**src/rtl/mem_port_arbiter_pkg.sv**
```systemverilog
// Shared types for the memory port arbiter: FSM states, owner codes
// and arbitration policy codes.
package mem_port_arbiter_pkg;

    typedef enum logic [2:0] {
        S_IDLE  = 3'b001,
        S_ISSUE = 3'b010,
        S_WAIT  = 3'b100
    } state_e;

    typedef enum logic [1:0] {
        OWN_NONE = 2'd0,
        OWN_INST = 2'd1,
        OWN_DATA = 2'd2
    } owner_e;

    localparam int POL_FIXED = 0;
    localparam int POL_RR    = 1;

endpackage

```
**src/rtl/mem_port_arbiter_arb2_rr.sv**
```systemverilog
// 2-way arbiter: fixed priority (data over instruction) or round-robin.
// Ports: req[0]=instruction, req[1]=data; en gates the grant; gnt one-hot.
module arb2_rr
    import mem_port_arbiter_pkg::*;
#(
    parameter int POLICY = POL_FIXED
) (
    input  logic       clk,
    input  logic       rst_n,
    input  logic [1:0] req,
    input  logic       en,
    output logic [1:0] gnt
);

    // 1 = data was granted last. Reset to "instruction last" so the
    // first tie goes to data under either policy.
    logic last_d_q;
    logic last_d_d;

    always_comb begin
        gnt = 2'b00;
        if (en) begin
            if (req[1] && req[0]) begin
                if (POLICY == POL_RR && last_d_q) begin
                    gnt = 2'b01;
                end else begin
                    gnt = 2'b10;
                end
            end else begin
                gnt = req;
            end
        end
    end

    always_comb begin
        last_d_d = last_d_q;
        if (gnt != 2'b00) begin
            last_d_d = gnt[1];
        end
    end

    always_ff @(posedge clk or negedge rst_n) begin
        if (!rst_n) begin
            last_d_q <= 1'b0;
        end else begin
            last_d_q <= last_d_d;
        end
    end

endmodule

```
**src/rtl/mem_port_arbiter.sv**
```systemverilog
// Shares one memory port between instruction fetch and load/store with
// one transaction outstanding; routes read data to the owner only.
// Ports: i_* fetch channel, d_* load/store channel, m_* memory side,
// cnt_* arbitration performance counters.
module mem_port_arbiter
    import mem_port_arbiter_pkg::*;
#(
    parameter int ADDR_W = 32,
    parameter int DATA_W = 32,
    parameter int POLICY = POL_FIXED
) (
    input  logic                clk,
    input  logic                rst_n,
    input  logic [ADDR_W-1:0]   i_req_addr,
    input  logic                i_req_valid,
    output logic                i_req_ready,
    output logic [DATA_W-1:0]   i_rsp_data,
    output logic                i_rsp_valid,
    input  logic                i_rsp_ready,
    input  logic [ADDR_W-1:0]   d_req_addr,
    input  logic                d_req_wen,
    input  logic                d_req_ren,
    input  logic [DATA_W-1:0]   d_req_wdata,
    input  logic [DATA_W/8-1:0] d_req_wstrb,
    output logic                d_req_ready,
    output logic [DATA_W-1:0]   d_rsp_data,
    output logic                d_rsp_valid,
    input  logic                d_rsp_ready,
    output logic [ADDR_W-1:0]   m_addr,
    output logic [DATA_W-1:0]   m_wdata,
    output logic [DATA_W/8-1:0] m_wstrb,
    output logic                m_wen,
    output logic                m_ren,
    input  logic                m_req_ready,
    input  logic [DATA_W-1:0]   m_rdata,
    input  logic                m_rdata_valid,
    output logic                m_rdata_ready,
    output logic [31:0]         cnt_i_grant,
    output logic [31:0]         cnt_d_grant,
    output logic [31:0]         cnt_conflict
);

    localparam int STRB_W = DATA_W / 8;

    state_e              state_q, state_d;
    owner_e              owner_q, owner_d;
    logic [ADDR_W-1:0]   addr_q, addr_d;
    logic                wen_q, wen_d;
    logic                ren_q, ren_d;
    logic [DATA_W-1:0]   wdata_q, wdata_d;
    logic [STRB_W-1:0]   wstrb_q, wstrb_d;
    logic [31:0]         cnt_i_q, cnt_i_d;
    logic [31:0]         cnt_d_q, cnt_d_d;
    logic [31:0]         cnt_conflict_q, cnt_c_d;

    logic       d_req;
    logic       arb_en;
    logic [1:0] gnt;
    logic       in_issue;
    logic       in_wait;
    logic       own_i;
    logic       own_d;

    assign d_req    = d_req_wen | d_req_ren;
    // Gating with rst_n keeps the combinational readies low while in reset.
    assign arb_en   = (state_q == S_IDLE) & rst_n;
    assign in_issue = (state_q == S_ISSUE);
    assign in_wait  = (state_q == S_WAIT);
    assign own_i    = (owner_q == OWN_INST);
    assign own_d    = (owner_q == OWN_DATA);

    arb2_rr #(
        .POLICY (POLICY)
    ) u_arb (
        .clk   (clk),
        .rst_n (rst_n),
        .req   ({d_req, i_req_valid}),
        .en    (arb_en),
        .gnt   (gnt)
    );

    assign i_req_ready   = gnt[0];
    assign d_req_ready   = gnt[1];

    assign m_addr        = addr_q;
    assign m_wdata       = wdata_q;
    assign m_wstrb       = wstrb_q;
    assign m_wen         = in_issue & wen_q;
    assign m_ren         = in_issue & ren_q;

    assign m_rdata_ready = in_wait & ((own_i & i_rsp_ready) |
                                      (own_d & d_rsp_ready));
    assign i_rsp_valid   = in_wait & own_i & m_rdata_valid;
    assign d_rsp_valid   = in_wait & own_d & m_rdata_valid;
    assign i_rsp_data    = rst_n ? m_rdata : '0;
    assign d_rsp_data    = rst_n ? m_rdata : '0;

    assign cnt_i_grant   = cnt_i_q;
    assign cnt_d_grant   = cnt_d_q;
    assign cnt_conflict  = cnt_conflict_q;

    always_comb begin
        state_d = state_q;
        owner_d = owner_q;
        addr_d  = addr_q;
        wen_d   = wen_q;
        ren_d   = ren_q;
        wdata_d = wdata_q;
        wstrb_d = wstrb_q;
        unique case (state_q)
            S_IDLE: begin
                if (gnt[1]) begin
                    state_d = S_ISSUE;
                    owner_d = OWN_DATA;
                    addr_d  = d_req_addr;
                    wen_d   = d_req_wen;
                    // Both strobes high is a write.
                    ren_d   = d_req_ren & ~d_req_wen;
                    wdata_d = d_req_wdata;
                    wstrb_d = d_req_wstrb;
                end else if (gnt[0]) begin
                    state_d = S_ISSUE;
                    owner_d = OWN_INST;
                    addr_d  = i_req_addr;
                    wen_d   = 1'b0;
                    ren_d   = 1'b1;
                    wdata_d = '0;
                    wstrb_d = '0;
                end
            end
            S_ISSUE: begin
                if (m_req_ready) begin
                    if (ren_q) begin
                        state_d = S_WAIT;
                    end else begin
                        state_d = S_IDLE;
                        owner_d = OWN_NONE;
                    end
                end
            end
            S_WAIT: begin
                if (m_rdata_valid && m_rdata_ready) begin
                    state_d = S_IDLE;
                    owner_d = OWN_NONE;
                end
            end
            default: begin
                state_d = S_IDLE;
                owner_d = OWN_NONE;
            end
        endcase
    end

    always_comb begin
        cnt_i_d = cnt_i_q + 32'(gnt[0]);
        cnt_d_d = cnt_d_q + 32'(gnt[1]);
        cnt_c_d = cnt_conflict_q + 32'(arb_en & d_req & i_req_valid);
    end

    always_ff @(posedge clk or negedge rst_n) begin
        if (!rst_n) begin
            state_q        <= S_IDLE;
            owner_q        <= OWN_NONE;
            addr_q         <= '0;
            wen_q          <= 1'b0;
            ren_q          <= 1'b0;
            wdata_q        <= '0;
            wstrb_q        <= '0;
            cnt_i_q        <= '0;
            cnt_d_q        <= '0;
            cnt_conflict_q <= '0;
        end else begin
            state_q        <= state_d;
            owner_q        <= owner_d;
            addr_q         <= addr_d;
            wen_q          <= wen_d;
            ren_q          <= ren_d;
            wdata_q        <= wdata_d;
            wstrb_q        <= wstrb_d;
            cnt_i_q        <= cnt_i_d;
            cnt_d_q        <= cnt_d_d;
            cnt_conflict_q <= cnt_c_d;
        end
    end

endmodule
```
**config.mk**
```make
export PLATFORM = sky130hd
export DESIGN_NAME = mem_port_arbiter
export DESIGN_NICKNAME = d
export VERILOG_FILES = /design/src/rtl/mem_port_arbiter_pkg.sv /design/src/rtl/mem_port_arbiter_arb2_rr.sv /design/src/rtl/mem_port_arbiter.sv
export SDC_FILE = /design/constraint.sdc
export NUM_CORES = 1
export LEC_CHECK = 0
export CORE_MARGIN = 1.5
export CORE_UTILIZATION = 37
export CTS_BUF_LIST = sky130_fd_sc_hd__clkbuf_16
export CTS_CLUSTER_SIZE = 25
export DETAILED_ROUTE_END_ITERATION = 10
export GPL_ROUTABILITY_DRIVEN = 1
export PLACE_DENSITY = 0.77
export SLEW_MARGIN = 5
export SYNTH_ARGS = -nofsm -noshare
export SYNTH_HDL_FRONTEND = slang
export SYNTH_HIERARCHICAL = 1
export SYNTH_SLANG_ARGS = --single-unit
```
**constraint.sdc**
```tcl
create_clock -name clk -period 2.3 [get_ports clk]
set_input_delay 0.23 -clock clk [delete_from_list [all_inputs] [get_ports clk]]
set_output_delay 0.23 -clock clk [all_outputs]
set_load 0.01 [all_outputs]
```
==> results.md, run 1 <==
- Layout area overhead: 63.4%
- Synth area leaders: dfrtp_1, xnor2_1, a22o_1, mux2i_1, buf_4
- Worst EP required: 2.65 ns
- Gr usage total: 21.0%
- CP startpoint kind: register
- Hold WC Path Type: input port to async pin
- Flop-to-flop setup slack: -0.02 ns
- Initial antenna violation count: 3
- Via count: 6704
- Fmax: 430 MHz
- Worst-path clk slew: 0.07 ns
- Overflow after GRT: 0
- Leak: 5.49 nW
- Chip height: 149 um
- Post-synthesis cell count: 688
- # clock sinks: 171
- Period utilisation layout: 101%
- Highest net fanout along the worst path: 2
- Ports: 376
- Xor-xnor portion of the synthesized cell area: 9.99%
- TritonRoute pass-1 iters: 5
- Slew margin rel.: 50.1%
- Pint: 7.85 mW
- Worst-margin pin slew: 0.748 ns
- Worst reg2reg startpoint: state_q[0]
- Largest family of logic cells by synthesized area: simple AND/OR/NAND/NOR gates
- Path type of the worst setup path: register to register
- Setup Total Neg Slack: -0.0242 ns
- Sequential power share: 36.8%
- CP arrival: 2.68 ns
- H-tree Lvls: 4
- Root Buffer Master: clkbuf_16
- Setup-failing EPs final: 1
- Peak supply drop: 0.620 mV
- Final wirelength: 23500 um
- Synth Area in Compound Gates: 7.07%
- Final ANT Viol Nets: 0
- Crit path capture type: register
- Pwr dens: 905 nW/um^2
- Max-cap viol count: 0
- Area leader, netlist: dfrtp_1
- Warning count from the yosys run: 6
- Clk_lat worst skew: 0.43 ns
- Dpl hpwl: 17000 um
- Worst Setup SP: state_q[0]
- Core box area: 21000 um^2
- CTS tree: yes
- Mux cell area share after synthesis: 4.06%
- Share of total power in the clock network: 24.0%
- First-pass GRT wire length: 36100 um
- Initial DRC count: 184
- Routability congestion estimate: 0.806
- Hold Vio Cnt, Final: 0
- Synthesis-stage register bit count: 171
- Place WS: -0.126 ns
- Switch share: 32.7%
- CTS buffer count: 17
- Port-buffer cells: 375
- Reg2reg path depth: 15
- Setup Skew: 0.00906 ns
- Wire per inst: 17.2 um
- Initial Util: 37.6%
- Total Power: 11.7 mW
- Synth Area in Simple Gates: 18.5%
- Die W: 149 um
- Die ar.: 22200 um^2
- Placed inst area: 12000 um^2
- Mapped Nets: 835
- Comb power frac: 39.2%
- Nets: 1223
- Share of cells above drive strength 1: 11.3%
- Final worst slack: -0.0242 ns
- RSZ-0062 raised after global routing: yes
- Share of the synthesized area in the top cell type: 53.9%
- Critical Path Sink: state_q[1]
- Net Switching: 3.82 mW
- Reg2reg end: state_q[1]
- Vias per inst: 4.90
- Fin Hold WS: 0.378 ns
- Fin. max-slew vios: 0
- Fin area: 12900 um^2
- Failing checks: setup timing
- Post-route DRC: 0
- CTS max path bufs: 2
- Seq/Total Area, Yosys: 54.3%
- Floorplan row count: 53
- Post-Syn Area: 7890 um^2
- Adder and majority cell fraction of the synthesized area: 0.952%
- Crit path time final: 2.32 ns
- Status: finished with violations
- Pin count of the biggest net entering global routing: 131
- Vias in the first global route: 6637
- Avg Cell Area, Syn: 11.5 um^2
- Post-synth cell types: 43
-- what timing repair did --
action	CTS	global route
gates resized for setup	13	19
pin swaps	7	10
hold buffers	1	0
setup endpoints to repair	27	123
hold endpoints to repair	41	0
cloned	1	5
buffers inserted	13	6
-- metal layers --
metal  up-vias  global-route usage, %  wire [um]
li1       3168                      -          -
met1      3257                   24.8       9320
met2       258                   36.1      12100
met3        21                   5.93       1670
met4         0                   7.92        412
met5         -                      0          0
-- cells by family after synthesis --
| group | Yosys count |
|---|---|
| AND/OR/NAND/NOR | 246 |
| flip-flops | 171 |
| XOR/XNOR | 90 |
| AO/OA/AOI/OAI | 78 |
| buffers and inverters | 65 |
| multiplexers | 32 |
| adder cells (fa/ha/maj) | 6 |
-- cell usage after synthesis (all sizes together) --
cell type	count
dfrtp	170
xnor2	77
nor2	51
buf	50
nand3	44
and2	38
a22o	37
a21oi	33
mux2i	32
nand4	32
nand2	23
and3	20
xor2	13
clkbuf	12
and4	10
ha	6
nor4	6
nand2b	4
nor3	4
inv	3
nor2b	3
or2	3
nand4b	2
nor3b	2
o22a	2
o31ai	2
or3b	2
a221oi	1
a22oi	1
and3b	1
dfstp	1
o21ai	1
o31a	1
or4b	1
-- power by group through the flow --
stage / Sequential (mW) / Clock (mW) / Combinational, mW
2_1_floorplan: 4.58 / 0 / 1.61
3_5_place_dp: 4.31 / 0 / 4.35
3_3_place_gp: 4.29 / 0 / 4.28
6_report: 4.29 / 2.80 / 4.57
4_1_cts: 4.28 / 2.88 / 4.60
5_1_grt: 4.39 / 3.02 / 4.94
-- stage by stage --
stage | std cells | util [%]
floorplan | 688 | -
global placement | 1306 | 57.1
detailed placement | 1306 | 57.1
CTS | 1353 | 60.6
global route | 1367 | 61.5
finish | 1367 | 61.5
-- worst max-delay path: stages, from the launching register on --
cell and delay (ns):
dfstp_2 0.56, nand2b_4 0.06, buf_4 0.13, buf_4 0.12, buf_4 0.12, buf_4 0.12
buf_4 0.12, buf_4 0.12, buf_4 0.12, buf_4 0.12, buf_4 0.12, buf_4 0.12
buf_4 0.12, buf_4 0.12, o22a_1 0.14, nor2_1 0.08
-- area by class of cell --
type                    count  area, um^2
clock inverters            15         155
flip-flops and latches    171        4280
repair buffers            431        4320
fillers                  1724        8060
clock buffers              17         425
inverters                   3        11.3
multi-input cells         452        3350
well taps                 275         344
diodes                      3        7.51
-- worst min path at each step --
stage	endpoint	slack [ns]	cells past startpoint
final	cnt_conflict[15]	0.38	3
after global routing	cnt_conflict[15]	0.38	3
after CTS	m_wstrb[1]	0.37	2
after detailed placement	cnt_i_grant[23]	0.29	2
after global placement	cnt_i_grant[23]	0.30	2
after floorplan	cnt_conflict[0]	-0.07	0
-- layout by cell type (no fill, tap or decap), types with 3 or more instances in the layout --
master and count:
and3_1 19, inv_8 6, a22o_1 37, xor2_1 13, inv_1 3, dfrtp_1 170, clkinv_4 5, nand3_1 43
and2_1 36, xnor2_1 77, diode_2 3, nor3_1 4, clkdlybuf4s50_1 370, mux2i_1 32, buf_6 5, and4_1 10
dlygate4sd2_1 3, buf_12 6, a21oi_1 33, buf_2 3, nor2_1 47, clkbuf_16 19, nor2b_1 3, buf_4 38
ha_4 6, nand2_1 23, nor4_4 6, nand4_1 28
-- sequential cells by signal, summed over array words and instances (netlist names) --
name / count
m_wstrb: 4
owner_q: 2
cnt_conflict: 32
cnt_d_grant: 32
cnt_i_grant: 32
wen_q: 1
state_q: 3
m_wdata: 32
ren_q: 1
m_addr: 32
Note: power is estimated with default switching activity, not from simulation.
==> run 2: changes to the inputs <==
CORE_AREA = 2 2 146 148   (was not set)
CORE_MARGIN = not set   (was 1.5)
CORE_UTILIZATION = not set   (was 37)
DIE_AREA = 0 0 148 150   (was not set)
PLACE_DENSITY = 0.76   (was 0.77)
clock period = 2.6 ns   (was 2.3 ns; I/O delays follow)
==> run 2 against run 1 <==
Effect of this change:
- the flow now finishes without violations
- core utilization down 1.4 points
- clock power down 9.6%
- final area down 3.5%
- die area about the same
- flip-flop and latch count unchanged
- first-iteration DRC count down 2.7%
- highest routed layer unchanged
==> results.md, run 2 (same netlist as run 1, synthesis figures left out) <==
- Crit-path slowest cell: dfstp_2
- Pwr dens: 801 nW/um^2 (-11%)
- Vias in the first global route: 6473 (-2.5%)
- CP arrival: 2.73 ns (+0.05 ns)
- Setup Skew: 0.0126 ns (+0.00353 ns)
- Path type of the worst setup path: register to register
- Sequential power share: 37.9% (+1.1 points)
- Fmax: 413 MHz (-4.0%)
- CTS max path bufs: 2 (unchanged)
- First-pass GRT wire length: 35600 um (-1.2%)
- Highest net fanout along the worst path: 9 (+7)
- CTS tree: yes
- Die W: 148 um (-0.68%)
- Layout area overhead: 57.7%
- TritonRoute pass-1 iters: 6 (+1)
- Initial DRC count: 179 (-2.7%)
- Nets: 1192 (-2.5%)
- Peak supply drop: 0.546 mV (-12%)
- Gr usage total: 20.8% (-0.13 points)
- Wire per inst: 17.6 um (+2.5%)
- Hold WC Path Type: input port to async pin
- Final worst slack: 0.179 ns (+0.204 ns)
- Initial Util: 38.1% (+0.48 points)
- Worst EP required: 2.90 ns (+0.25 ns)
- Pin count of the biggest net entering global routing: 81 (-38%)
- Core box area: 20700 um^2 (-1.3%)
- Placed inst area: 11800 um^2 (-1.1%)
- Worst-margin pin slew: 0.729 ns (-0.0187 ns)
- Initial antenna violation count: 1 (-2)
- Post-route DRC: 0 (unchanged)
- Setup-failing EPs final: 0 (-1)
- Fin area: 12400 um^2 (-3.5%)
- Crit-path most repeated cell: ha_1
- Final ANT Viol Nets: 0 (unchanged)
- Final wirelength: 23500 um (about the same)
- Leak: 5.25 nW (-4.3%)
- Setup Total Neg Slack: 0 ns (+0.0242 ns)
- Max-cap viol count: 0 (unchanged)
- CP Cell Sequence: nand2b_1, nor2_1, and2_1, and2_2, ha_1, ha_1, nand2_1, nor4_4, buf_4, nand4_1, xnor2_1
- Pint: 6.73 mW (-14%)
- H-tree Lvls: 4 (unchanged)
- CTS buffer count: 17 (unchanged)
- Clk_lat worst skew: 0.43 ns (about the same)
- Ports: 376 (unchanged)
- CP startpoint kind: register
- Port-buffer cells: 375 (unchanged)
- Max incr delay on CP: 0.56 ns (about the same)
- Crit path capture type: register
- Hold Vio Cnt, Final: 0 (unchanged)
- Worst-path clk slew: 0.07 ns (about the same)
- Slew margin rel.: 51.0% (+0.88 points)
- Share of total power in the clock network: 25.4% (+1.4 points)
- Period utilisation layout: 93.1% (-8.0 points)
- Commonest non-fill, non-tap cells in the layout: clkdlybuf4s50_1, dfrtp_1, xnor2_1
- Util after Layout: 60.1% (-1.4 points)
- Most common cell after layout, fill and taps aside: clkdlybuf4s50_1
- Routability congestion estimate: 0.792 (-1.7%)
- Net Switching: 3.23 mW (-15%)
- Share of cells above drive strength 1: 7.28% (-4.0 points)
- Crit path time final: 2.42 ns (+0.0963 ns)
- Status: finished, final reports clean
- Via count: 6541 (-2.4%)
- Dpl hpwl: 18200 um (+7.0%)
- Final Non-Filler Cells: 1333 (-2.5%)
- Floorplan row count: 53 (unchanged)
- Vias per inst: 4.91 (about the same)
- Fin Hold WS: 0.413 ns (+0.0350 ns)
- Total Power: 9.96 mW (-15%)
- Chip height: 150 um (+0.66%)
- Comb power frac: 36.7% (-2.5 points)
- Die ar.: 22200 um^2 (about the same)
- Place WS: -0.0521 ns (+0.0739 ns)
- Fin. max-slew vios: 0 (unchanged)
- Filler cells: 1715 (-0.52%)
- # clock sinks: 171 (unchanged)
- Overflow after GRT: 0 (unchanged)
- Switch share: 32.4% (-0.29 points)
- RSZ-0062 raised after global routing: no
- Placed cells: 1300 (-0.46%)
- Root Buffer Master: clkbuf_16
[run 2: changes by cell type in the layout (fill, tap and decap cells not counted), sizes merged, moves of 2 or more]
| cell | change |
|---|---|
| clkdlybuf4s50 | +2 |
| diode | -2 |
| clkbuf | -2 |
| buf | -29 |
| clkinv | -4 |
[run 2: worst max-delay path: cells and delay by family (launching register included)]
| family | cells | cell delay (ns) |
|---|---|---|
| xor+xnor | 1 | 0.14 |
| fa+ha+maj | 2 | 0.37 |
| simple gates | 7 | 1.02 |
| buf+inv | 1 | 0.21 |
| flops | 1 | 0.56 |
[run 2: layout make-up]
class                           instances  area [um^2]  share of cell area (%)
Antenna cell                            1         2.50                  0.0201
Clock buffer                           17          425                    3.42
Clock inverter                         14          155                    1.25
Inverter                                3         11.3                  0.0905
Multi-Input combinational cell        452         3220                    25.9
Sequential cell                       171         4280                    34.4
Tap cell                              275          344                    2.77
Timing Repair Buffer                  400         4000                    32.2
[run 2: worst paths after layout]
| check | startpoint | end | slack, ns | depth (start not counted) |
|---|---|---|---|---|
| min in group clk | d_req_wdata[6] | m_wdata[6] | 0.42 | 2 |
| max reg2reg | state_q[0] | cnt_d_grant[28] | 0.18 | 11 |
| min reg2reg | cnt_d_grant[31] | cnt_d_grant[31] | 0.47 | 1 |
| max | state_q[0] | cnt_d_grant[28] | 0.18 | 11 |
| max in group asynchronous | rst_n | state_q[0] | 1.24 | 4 |
| min | rst_n | m_addr[8] | 0.41 | 3 |
[run 2: per-layer routing]
metal	vias up	GRT usage [%]	share of wire, %
met4	0	6.52	2.0
met3	29	6.31	7.5
met2	273	37.6	52
met5	-	0	0
li1	3108	-	-
met1	3131	23.7	39
[run 2: power groups by stage]
stage | Clock [mW] | Combinational, mW | Sequential (mW)
floorplan | 0 | 1.40 | 4.04
global placement | 0 | 3.65 | 3.80
detailed placement | 0 | 3.71 | 3.82
CTS | 2.58 | 3.71 | 3.78
global route | 2.68 | 3.94 | 3.86
finish | 2.53 | 3.66 | 3.78
[run 2: what timing repair did]
action	CTS	global route
hold buffers	1	0
buffers inserted	0	0
pin swaps	0	1
setup endpoints to repair	2	2
endpoints found under the hold margin	45	0
gates resized for setup	2	3
==> run 3: changes to the inputs <==
CTS_BUF_LIST = not set   (was sky130_fd_sc_hd__clkbuf_16)
==> results of run 3 <==
Final layout, timing and power as in run 2 (identical DEF).
==> edit 1, RTL diff (flow settings as in run 1) <==
The parameter `ADDR_W` goes from 32 to 36.
--- a/src/rtl/mem_port_arbiter.sv
+++ b/src/rtl/mem_port_arbiter.sv
@@ -6,5 +6,5 @@
     import mem_port_arbiter_pkg::*;
 #(
-    parameter int ADDR_W = 32,
+    parameter int ADDR_W = 36,
     parameter int DATA_W = 32,
     parameter int POLICY = POL_FIXED
Interface: changed (resized d_req_addr, i_req_addr and m_addr); port bits go from 376 to 388. The function was not compared with the original's and may differ.
==> edit 1 against run 1 <==
  * The flow still finishes with violations (negative setup slack)
  * Combinational power up 4.8%
  * Synthesized area rose by 1.1%
  * Fmax is 8.3% lower
  * Worst setup slack got worse by 210 ps
  * Wire length increased by 13%
  * Non-clock buffer count increased by 46
  * Sequential cell count grew 4
  * Clock power grew 7.5%
  * Via count increased by 7.1%
  * Total power grew 4.2%
  * Synthesized cell count rose by 3.1%
  * Design area grew 9.8%
  * Global-route usage rose by 0.93 points
  * Die area up 1.1%
  * Critical endpoint is now cnt_i_grant[24]
==> edit 1: results (changes against run 1) <==
vias in the first global route=6967 (+5.0%); Register-to-Register Path Depth=10 (-5); Fill cells=1561 (-9.5%); initial antenna violation count=0 (-3); DP HPWL=18.8 mm (+11%); r2r endpoint=cnt_i_grant[24]; Iter 0 DRT Violations=210 (+14%); drt wl/cell=18.5 µm (+7.5%); n_diodes=0 (-3); setup bufs post-CTS=6 (-7); post-cts gate resize count=43 (+30); hold_ws=245 ps (-132 ps); post-synthesis sequential area ratio=54.9% (+0.64 points); Cell variety after synth=45 (+4.7%); status=finished with violations; top cells by area, synth=dfrtp_1, xnor2_1, mux2i_1; layout cells sized above 1=19.8% (+8.5 points); worst setup margin=-233 ps (-209 ps); LEAKAGE=0.00613 µW (+12%); synthesized instance count=709 (+3.1%); switching power total=3940 µW (+3.1%); Arrival @ worst endpoint=2880 ps (+200 ps); largest net degree at the start of global routing=95 (-27%); setup violators final=118 (+117); port bufs=387 (+3.2%); failing checks=negative setup slack; CP Max Fanout=4 (+2); Layout Skew=13.0 ps (+3.98 ps)
==> edit 1: metal layers <==
layer	vias to the layer above	share of wire (%)	global-route usage (%)
li1	3346	-	-
met1	3490	37	23.8
met2	303	54	40.5
met3	38	6.9	6.19
met4	0	2.3	7.30
met5	-	0	0
==> edit 1: cell families after synthesis <==
logic type / after synthesis / share of synthesized area (%)
compound gates: 83 / 7.18
simple gates: 250 / 17.6
buf+inv: 68 / 4.85
xor+xnor: 90 / 9.88
fa+ha+maj: 6 / 0.941
mux: 37 / 4.66
flops: 175 / 54.9
==> edit 1: area by class of cell <==
type | count | area, µm² | area share [%]
sequential | 175 | 4380 | 30.9
clock buffer | 17 | 425 | 3.01
tap | 275 | 344 | 2.43
timing repair buffer | 477 | 4960 | 35.1
clock inverter | 15 | 193 | 1.36
inverter | 9 | 33.8 | 0.239
multi-input combinational | 466 | 3820 | 27.0
==> edit 1: worst max-delay path, stage by stage, from the launching register on <==
cell	delay [ps]
dfstp_2	530
nor3b_4	190
and2_4	170
buf_6	90
and3b_2	220
ha_4	150
ha_4	120
nand4_1	130
or4_4	510
nor3_2	150
xor2_1	180
==> edit 1: power by group through the flow <==
stage / sequential [µW] / combinational, µW / clock (µW)
finish: 4360 / 4790 / 3010
global placement: 4320 / 3860 / 0
global route: 4440 / 5080 / 3200
detailed placement: 4340 / 3940 / 0
floorplan: 4590 / 1260 / 0
CTS: 4320 / 4070 / 3080
==> edit 1: how the worst max path moves through the flow <==
stage	from	endpoint	cells after the start	slack, ps
floorplan	state_q[0]	cnt_conflict[31]	9	-200
global placement	d_req_ren	owner_q[0]	8	-270
detailed placement	d_req_ren	cnt_i_grant[24]	9	-350
CTS	state_q[0]	cnt_conflict[20]	10	-190
global route	state_q[0]	cnt_i_grant[30]	12	-350
finish	state_q[0]	cnt_i_grant[24]	10	-230
==> edit 2, RTL diff (settings of run 1) <==
Made on the original files. Take the reset off `addr_q` and `wdata_q` and load them in a clocked block of their own.
--- a/src/rtl/mem_port_arbiter.sv
+++ b/src/rtl/mem_port_arbiter.sv
@@ -162,8 +162,6 @@
             state_q        <= S_IDLE;
             owner_q        <= OWN_NONE;
-            addr_q         <= '0;
             wen_q          <= 1'b0;
             ren_q          <= 1'b0;
-            wdata_q        <= '0;
             wstrb_q        <= '0;
             cnt_i_q        <= '0;
@@ -173,8 +171,6 @@
             state_q        <= state_d;
             owner_q        <= owner_d;
-            addr_q         <= addr_d;
             wen_q          <= wen_d;
             ren_q          <= ren_d;
-            wdata_q        <= wdata_d;
             wstrb_q        <= wstrb_d;
             cnt_i_q        <= cnt_i_d;
@@ -184,3 +180,8 @@
     end
 
+    always_ff @(posedge clk) begin
+        addr_q  <= addr_d;
+        wdata_q <= wdata_d;
+    end
+
 endmodule
Behaviour: differs if rst_n is asserted again (counterexample within 4 cycles, from zero or initial values and one cycle with rst_n low); with rst_n held inactive, the same outputs for 4 cycles.
==> edit 2 against run 1 <==
  * The run ends with negative hold slack, negative setup slack left
  * Wire length decreased by 2.7%
  * Combinational power decreased by 46%
  * Worst setup slack got worse by 31 ps
  * Fmax decreased by 1.3%
  * Sequential power decreased by 10%
  * Clock power increased by 5%
  * Utilization increased by 2.3 points
  * Total power decreased by 21%
  * Design area increased by 1.1%
  * Synthesized area decreased by 1.3%
  * Sequential cell count unchanged
  * Largest cell class is now flip-flops and latches
  * Highest routed layer unchanged
==> edit 2: results (changes against run 1) <==
status=finished with violations; failing checks=negative hold slack, negative setup slack; setup violators final=7 (+6); layout cells sized above 1=18.1% (+6.8 points); worst setup margin=-54.8 ps (-30.6 ps); GRT Overall Usage=20.2% (-0.72 points); n_diodes=0 (-3); Routed WL=22.9 mm (-2.7%); routability cong.=0.800 (-0.81%); Hold Violations, Final=2 (+2); delay of the slowest cell on the worst path=530 ps (-30 ps); share of synthesized registers carrying an async set or reset=62.6% (-37 points); Layout Skew=15.2 ps (+6.13 ps); vias in the first global route=6043 (-8.9%); hold_ws=-6.10 ps (-384 ps); largest net degree at the start of global routing=59 (-55%); Post-synth EDFFs=64 (+64); CP Max Fanout=5 (+3); global-route wire length before repair=33.6 mm (-6.9%); routed vias/inst=4.77 (-2.7%); metal2 WL=12.5 mm (+3.0%); crit-path leading delay family=simple AND/OR/NAND/NOR gates; initial antenna violation count=0 (-3); DP HPWL=17.2 mm (+1.1%); Arrival @ worst endpoint=2660 ps (-20 ps); Cell variety after synth=48 (+12%); syn nets=756 (-9.5%)
==> edit 2: final timing paths <==
kind / to / slack (ps) / cells past startpoint
hold / removal: cnt_i_grant[29] / -6 / 3
min in group clk: m_wstrb[1] / 410 / 2
setup reg to reg: cnt_i_grant[14] / -50 / 10
setup / recovery: cnt_i_grant[14] / -50 / 10
max in group asynchronous: state_q[2] / 1650 / 3
hold reg to reg: cnt_i_grant[31] / 470 / 1
==> edit 2: per-stage QoR <==
| stage | utilization (%) | area, µm² | hold WS, ps | std cells |
|---|---|---|---|---|
| 6_report | 63.8 | 13000 | -6.10 | 1288 |
| 5_1_grt | 63.8 | 13000 | 34.4 | 1288 |
| 4_1_cts | 62.6 | 12800 | 14.7 | 1279 |
| 3_5_place_dp | 58.9 | 12000 | 339 | 1240 |
| 3_3_place_gp | 58.9 | 12000 | 337 | 1240 |
| 2_1_floorplan | - | 7930 | -65.6 | 609 |
==> edit 2: cells by family (layout without fill, tap and decap cells) <==
| family | Yosys count | after routing | share of synthesized area, % |
|---|---|---|---|
| flip-flops | 171 | 171 | 59.1 |
| AND/OR/NAND/NOR | 240 | 240 | 19.0 |
| XOR/XNOR | 90 | 90 | 10.1 |
| buffers and inverters | 54 | 463 | 4.37 |
| adder cells (fa/ha/maj) | 6 | 6 | 0.964 |
| AO/OA/AOI/OAI | 15 | 15 | 1.67 |
| multiplexers | 33 | 33 | 4.82 |
==> edit 2: cell type report <==
type	instances	area, µm²	area share, %
timing repair buffer	427	4300	33.0
tap	270	338	2.59
multi-input combinational	384	3170	24.3
clock inverter	15	178	1.36
clock buffer	17	425	3.26
inverter	4	18.8	0.144
sequential	171	4600	35.3
==> edit 2: where the power goes <==
| group | total (µW) | internal, µW | switching, µW |
|---|---|---|---|
| combinational | 2450 | 1440 | 1010 |
| clock | 2950 | 1560 | 1390 |
| sequential | 3860 | 3600 | 261 |
| total | 9260 | 6600 | 2660 |
==> edit 2: tightest hold or removal path, stage by stage <==
cell    delay, ps
buf_4         130
buf_12        180
buf_16        260
==> edit 2: metal layers <==
layer,up-vias,GRT usage (%)
met5,-,0
met4,0,5.84
met3,23,5.34
met2,255,38.0
met1,2945,22.4
li1,2925,-
==> edit 2: timing repair <==
action                     in CTS  in global routing
cloned                          2                  2
hold endpoints to repair       58                  0
resized for setup              15                 59
hold buffers                    1                  0
pin swaps                      14                 35
setup buffers                   4                  9
setup endpoints to repair      15                 73
